<file path="src/rtl/store_buffer.sv">
// Word-granular store buffer in front of a single-port data memory. Stores queue up and drain
// in free port cycles; loads get the port first and forward from the youngest queued store.
module store_buffer #(
  parameter int unsigned Depth = 4,
  parameter int unsigned Aw    = 32,
  parameter int unsigned Dw    = 32
) (
  input  logic          clk_i,
  input  logic          rst_ni,
  input  logic          st_valid_i,
  input  logic [Aw-1:0] st_addr_i,
  input  logic [Dw-1:0] st_data_i,
  output logic          st_ready_o,
  input  logic          ld_valid_i,
  input  logic [Aw-1:0] ld_addr_i,
  output logic          ld_ready_o,
  output logic [Dw-1:0] ld_data_o,
  output logic          sb_empty_o,
  output logic          mem_we_o,
  output logic [Aw-1:0] mem_a_o,
  output logic [Dw-1:0] mem_wd_o,
  input  logic [Dw-1:0] mem_rd_i
);

  localparam int unsigned PtrW = $clog2(Depth);
  localparam int unsigned CntW = $clog2(Depth + 1);

  logic [Aw-1:0]    addr_q [Depth];
  logic [Dw-1:0]    data_q [Depth];
  logic [Depth-1:0] valid_q;
  logic [PtrW-1:0]  head_q, tail_q;
  logic [CntW-1:0]  count_q, count_d;

  logic            full;
  logic            enq;
  logic            drain;
  logic [PtrW-1:0] fwd_idx;

  assign full       = (count_q == CntW'(Depth));
  assign st_ready_o = !full;
  assign sb_empty_o = (count_q == '0);
  assign enq        = st_valid_i && !full;
  assign count_d    = count_q + CntW'(enq) - CntW'(drain);

  // A full queue must drain to make progress, so it takes the port even over a load.
  always_comb begin
    drain      = 1'b0;
    mem_we_o   = 1'b0;
    mem_a_o    = '0;
    mem_wd_o   = '0;
    ld_ready_o = !full;
    if (full || (!ld_valid_i && count_q != '0)) begin
      drain    = 1'b1;
      mem_we_o = 1'b1;
      mem_a_o  = addr_q[head_q];
      mem_wd_o = data_q[head_q];
    end else if (ld_valid_i) begin
      mem_a_o = ld_addr_i;
    end
  end

  // Walk oldest to youngest so the youngest word match overrides earlier ones.
  always_comb begin
    ld_data_o = mem_rd_i;
    fwd_idx   = head_q;
    for (int unsigned i = 0; i < Depth; i++) begin
      fwd_idx = head_q + PtrW'(i);
      if (valid_q[fwd_idx] && (addr_q[fwd_idx][Aw-1:2] == ld_addr_i[Aw-1:2])) begin
        ld_data_o = data_q[fwd_idx];
      end
    end
  end

  always_ff @(posedge clk_i or negedge rst_ni) begin
    if (!rst_ni) begin
      for (int unsigned i = 0; i < Depth; i++) begin
        addr_q[i] <= '0;
        data_q[i] <= '0;
      end
      valid_q <= '0;
      head_q  <= '0;
      tail_q  <= '0;
      count_q <= '0;
    end else begin
      if (enq) begin
        addr_q[tail_q]  <= st_addr_i;
        data_q[tail_q]  <= st_data_i;
        valid_q[tail_q] <= 1'b1;
        tail_q          <= tail_q + PtrW'(1);
      end
      if (drain) begin
        valid_q[head_q] <= 1'b0;
        head_q          <= head_q + PtrW'(1);
      end
      count_q <= count_d;
    end
  end

endmodule
</file>
<file path="config.mk">
export PLATFORM = sky130hd
export DESIGN_NAME = store_buffer
export DESIGN_NICKNAME = d
export VERILOG_FILES = /design/src/rtl/store_buffer.sv
export SDC_FILE = /design/constraint.sdc
export NUM_CORES = 1
export LEC_CHECK = 0
export BUFFER_PORTS_ARGS = -buffer_cell sky130_fd_sc_hd__buf_2
export CAP_MARGIN = 20
export CELL_PAD_IN_SITES_DETAIL_PLACEMENT = 0
export CELL_PAD_IN_SITES_GLOBAL_PLACEMENT = 1
export CORE_ASPECT_RATIO = 1.4
export CORE_MARGIN = 2
export CORE_UTILIZATION = 50
export DETAILED_ROUTE_END_ITERATION = 10
export PLACE_DENSITY = 0.92
export SYNTH_ARGS = -nofsm -noshare
export SYNTH_HDL_FRONTEND = slang
export SYNTH_SLANG_ARGS = --single-unit
export TNS_END_PERCENT = 100
</file>
<file path="constraint.sdc">
create_clock -name clk_i -period 6.55 [get_ports clk_i]
set_clock_uncertainty 0.2 [all_clocks]
set_input_delay 0.3275 -clock clk_i [delete_from_list [all_inputs] [get_ports clk_i]]
set_output_delay 0.3275 -clock clk_i [all_outputs]
set_load 0.1 [all_outputs]
</file>
==> reports/summary.md <==
### Timing
* 0 ns — Post-Route Setup TNS
* no — setup repair after global routing missed its margin
* 0 — Final Hold Vio Count
* 1.043 ns — Slew @ Worst Pin
* 0.3045 — worst rel slew slack
* 0 — Setup violations, final
* 6.055 ns — post-layout minimum cycle time
* 0 — final slew viol count
* 0.9245 — fraction of the cycle the final worst path needs
* 165.1 MHz — maximum operating frequency

### Cells and area
* 1953 — number of nets in the layout
* 17.21% — P&R area growth vs syn
* 0.4389 — share of layout cells above drive strength 1
* 0.02414 sq mm — Final Instance Area

### CTS
* 0 — Gates resized, CTS repair
* 267 — sink count of the clock tree
* 28 — number of buffers created by CTS
* sky130_fd_sc_hd__clkbuf_16 — clock tree root buffer cell
* 1 — maximum level of the CTS H-tree
* yes — CTS tree
* 0.06 ns — clock edge transition at the registers on the reported setup and hold paths
* 3 — maximum count of clock buffers along a single path
* 0.57 ns — clock latency on the worst-skew pair

### Placement
* 42.49 mm — post-detail-place hpwl
* 0.02247 sq mm — Area after DPL
* 1.008 — weighted congestion at the end of routability-driven global placement
* 231 — total of buffers placed on input and output ports

### GRT
* 16659 — vias in the first global route
* 0 — total global routing overflow
* 3 — number of antenna violations at the first check in global routing
* 0.5151 — global routing met2 resource utilization
* 0.2988 — overall routing resource usage
* 160 — largest net degree at the start of global routing
* 99.58 mm — global-route wire length before repair
* 0.3717 — global routing met1 resource utilization
* 0.04104 — fraction of met3 tracks used by global routing
* met2 — GRT busiest layer

### Drt
* 0 — remaining antenna violation count
* 1488 — First DRT Iteration DRCs
* 6 — number of search-and-repair iterations in the first detailed-routing pass
* 63.98 mm — wire length after detailed routing
* 0 — remaining design rule violation count
* 26.94 microns — WL per Instance
* 16178 — number of vias after detailed routing
* 6.812 — vias per inst

### Yosys
* 1.000 — share of flip-flops with an asynchronous set or reset after synthesis
* 62 — number of unique standard cell types used by synthesis
* 0 — number of flops mapped to enable cells by yosys
* 0.02059 sq mm — post-synth design cell area
* sky130_fd_sc_hd__dfrtp_1 (267), sky130_fd_sc_hd__mux2_2 (266), sky130_fd_sc_hd__mux4_2 (196) — most common library cells after synthesis
* sky130_fd_sc_hd__dfrtp_1 (32%), sky130_fd_sc_hd__mux4_2 (21%), sky130_fd_sc_hd__mux2_2 (15%) — largest cells by area after synthesis
* sky130_fd_sc_hd__dfrtp_1 — leading area contributor after synthesis
* 1766 — Syn Nets
* 267 — flop and latch count out of synthesis
* 0.3244 — sequential-to-total area share from yosys stat
* sky130_fd_sc_hd__dfrtp_1 — ys flop type
* 12.69 sq um — average instance area after synthesis
* 1623 — synthesized netlist cell count
* sky130_fd_sc_hd__dfrtp_1 — top-count cell post-synth
* 0.3244 — area share of the largest cell type after synthesis
* 0 — Synth Warn #

### Floorplan
* 0.04285 sq mm — DIE AREA
* 88 — row cnt
* 175.5 microns — Die Span X
* 0.04096 sq mm — core area
* 244.1 microns — Chip Height
* 232 — num ports
* 0.5028 — initial core utilization

### Min path
* input port to flop — worst hold path class

### Setup path
* 0.79 ns — delay of the slowest critical-path stage
* 6.02 ns — Required @ worst endpoint
* 33 — Critical Path Fanout Max
* 5.53 ns — worst endpoint data arrival time
* inv_2 -> ha_4 -> buf_12 -> buf_4 -> mux2i_1 -> xnor2_1 -> nor3_1 -> o2111ai_2 -> nor2_1 -> a211oi_4 -> buf_4 -> a21oi_1 -> buf_12 — CP cell instances
* 3.60 ns — flop-to-flop setup slack
* sky130_fd_sc_hd__dfrtp_4 — highest-delay cell along the critical path
* flop to output port — classification of the worst setup path
* output port — Worst setup EP type
* flop — type of element launching the critical path

### Status
* complete, no violations — run status

### Run
* 0 — count of maximum capacitance violations

logic make-up (layout without fill, tap and decap cells):
group | after synthesis | after routing | share of synthesized area
multiplexers | 606 | 606 | 0.4322
AO/OA/AOI/OAI | 271 | 271 | 0.1049
flip-flops | 267 | 267 | 0.3244
buffers and inverters | 188 | 397 | 0.04204
AND/OR/NAND/NOR | 178 | 178 | 0.04605
XOR/XNOR | 102 | 102 | 0.04338
adder cells (fa/ha/maj) | 11 | 11 | 0.007048
other | 0 | 3 | 0
through the flow:
stage	setup slack, ns	hold slack (ns)	utilization	std cells
3_5_place_dp	1.134	0.2926	0.5486	2254
6_report	0.4946	0.1158	0.5893	2375
5_1_grt	0.1716	0.1503	0.5893	2374
4_1_cts	0.5071	0.09865	0.5885	2371
2_1_floorplan	0.7759	-0.1681	-	1623
3_3_place_gp	1.257	0.2730	0.5486	2254
cell usage in the layout, fill, tap and decap left out, types with 39 or more instances in the layout:
master,netlist,final
sky130_fd_sc_hd__mux2_2,266,266
sky130_fd_sc_hd__xnor2_1,63,63
sky130_fd_sc_hd__buf_2,41,198
sky130_fd_sc_hd__a21oi_1,42,42
sky130_fd_sc_hd__mux4_2,196,196
sky130_fd_sc_hd__mux2i_1,141,141
sky130_fd_sc_hd__xor2_1,39,39
sky130_fd_sc_hd__dfrtp_1,267,265
sky130_fd_sc_hd__dlygate4sd3_1,0,65
sky130_fd_sc_hd__nor3_1,41,41
what timing repair did:
item | in CTS | in global routing
endpoints found under the hold margin | 371 | 0
endpoints found under the setup margin | 0 | 0
hold buffers | 65 | 0
setup buffers | 0 | 0
area by class of cell:
cell class | instances | area [sq um]
clock inverters | 11 | 132.6
inverters | 13 | 48.80
multi-input cells | 1168 | 13110
well taps | 540 | 675.6
flip-flops and latches | 267 | 6689
repair buffers | 332 | 2625
clock buffers | 41 | 850.8
diodes | 3 | 7.507
fillers | 3286 | 16820
final timing paths:
| check | cells after the start | endpoint | from |
|---|---|---|---|
| worst max register to register | 7 | data_q[118] | count_q[1] |
| min in group asynchronous | 2 | data_q[8] | rst_ni |
| max in group asynchronous | 3 | data_q[13] | rst_ni |
| worst min register to register | 1 | addr_q[33] | addr_q[33] |
| worst max-delay path | 13 | ld_data_o[31] | head_q[0] |
| worst min-delay path | 4 | tail_q[0] | st_valid_i |
critical path: cells and delay by family, from the launching register on:
kind	cells	cell delay [ns]
XOR/XNOR	1	0.19
buffers and inverters	5	1.27
AND/OR/NAND/NOR	2	0.27
multiplexers	1	0.22
flip-flops	1	0.79
adder cells (fa/ha/maj)	1	0.67
AO/OA/AOI/OAI	3	1.46
sequential cells by signal, indices dropped and copies added, names as in the netlist:
| signal | cells |
|---|---|
| head_q | 2 |
| addr_q | 128 |
| valid_q | 4 |
| tail_q | 2 |
| count_q | 3 |
| data_q | 128 |
per-layer routing:
layer / routed length, microns / vias to the layer above
li1: - / 6801
met1: 23320 / 8327
met2: 32490 / 859
met3: 4692 / 191
met4: 3478 / 0
met5: 0 / -
Power is left out: the tool's default activity adds up to more than one toggle a clock period on the data nets, which glitch-free logic cannot reach.
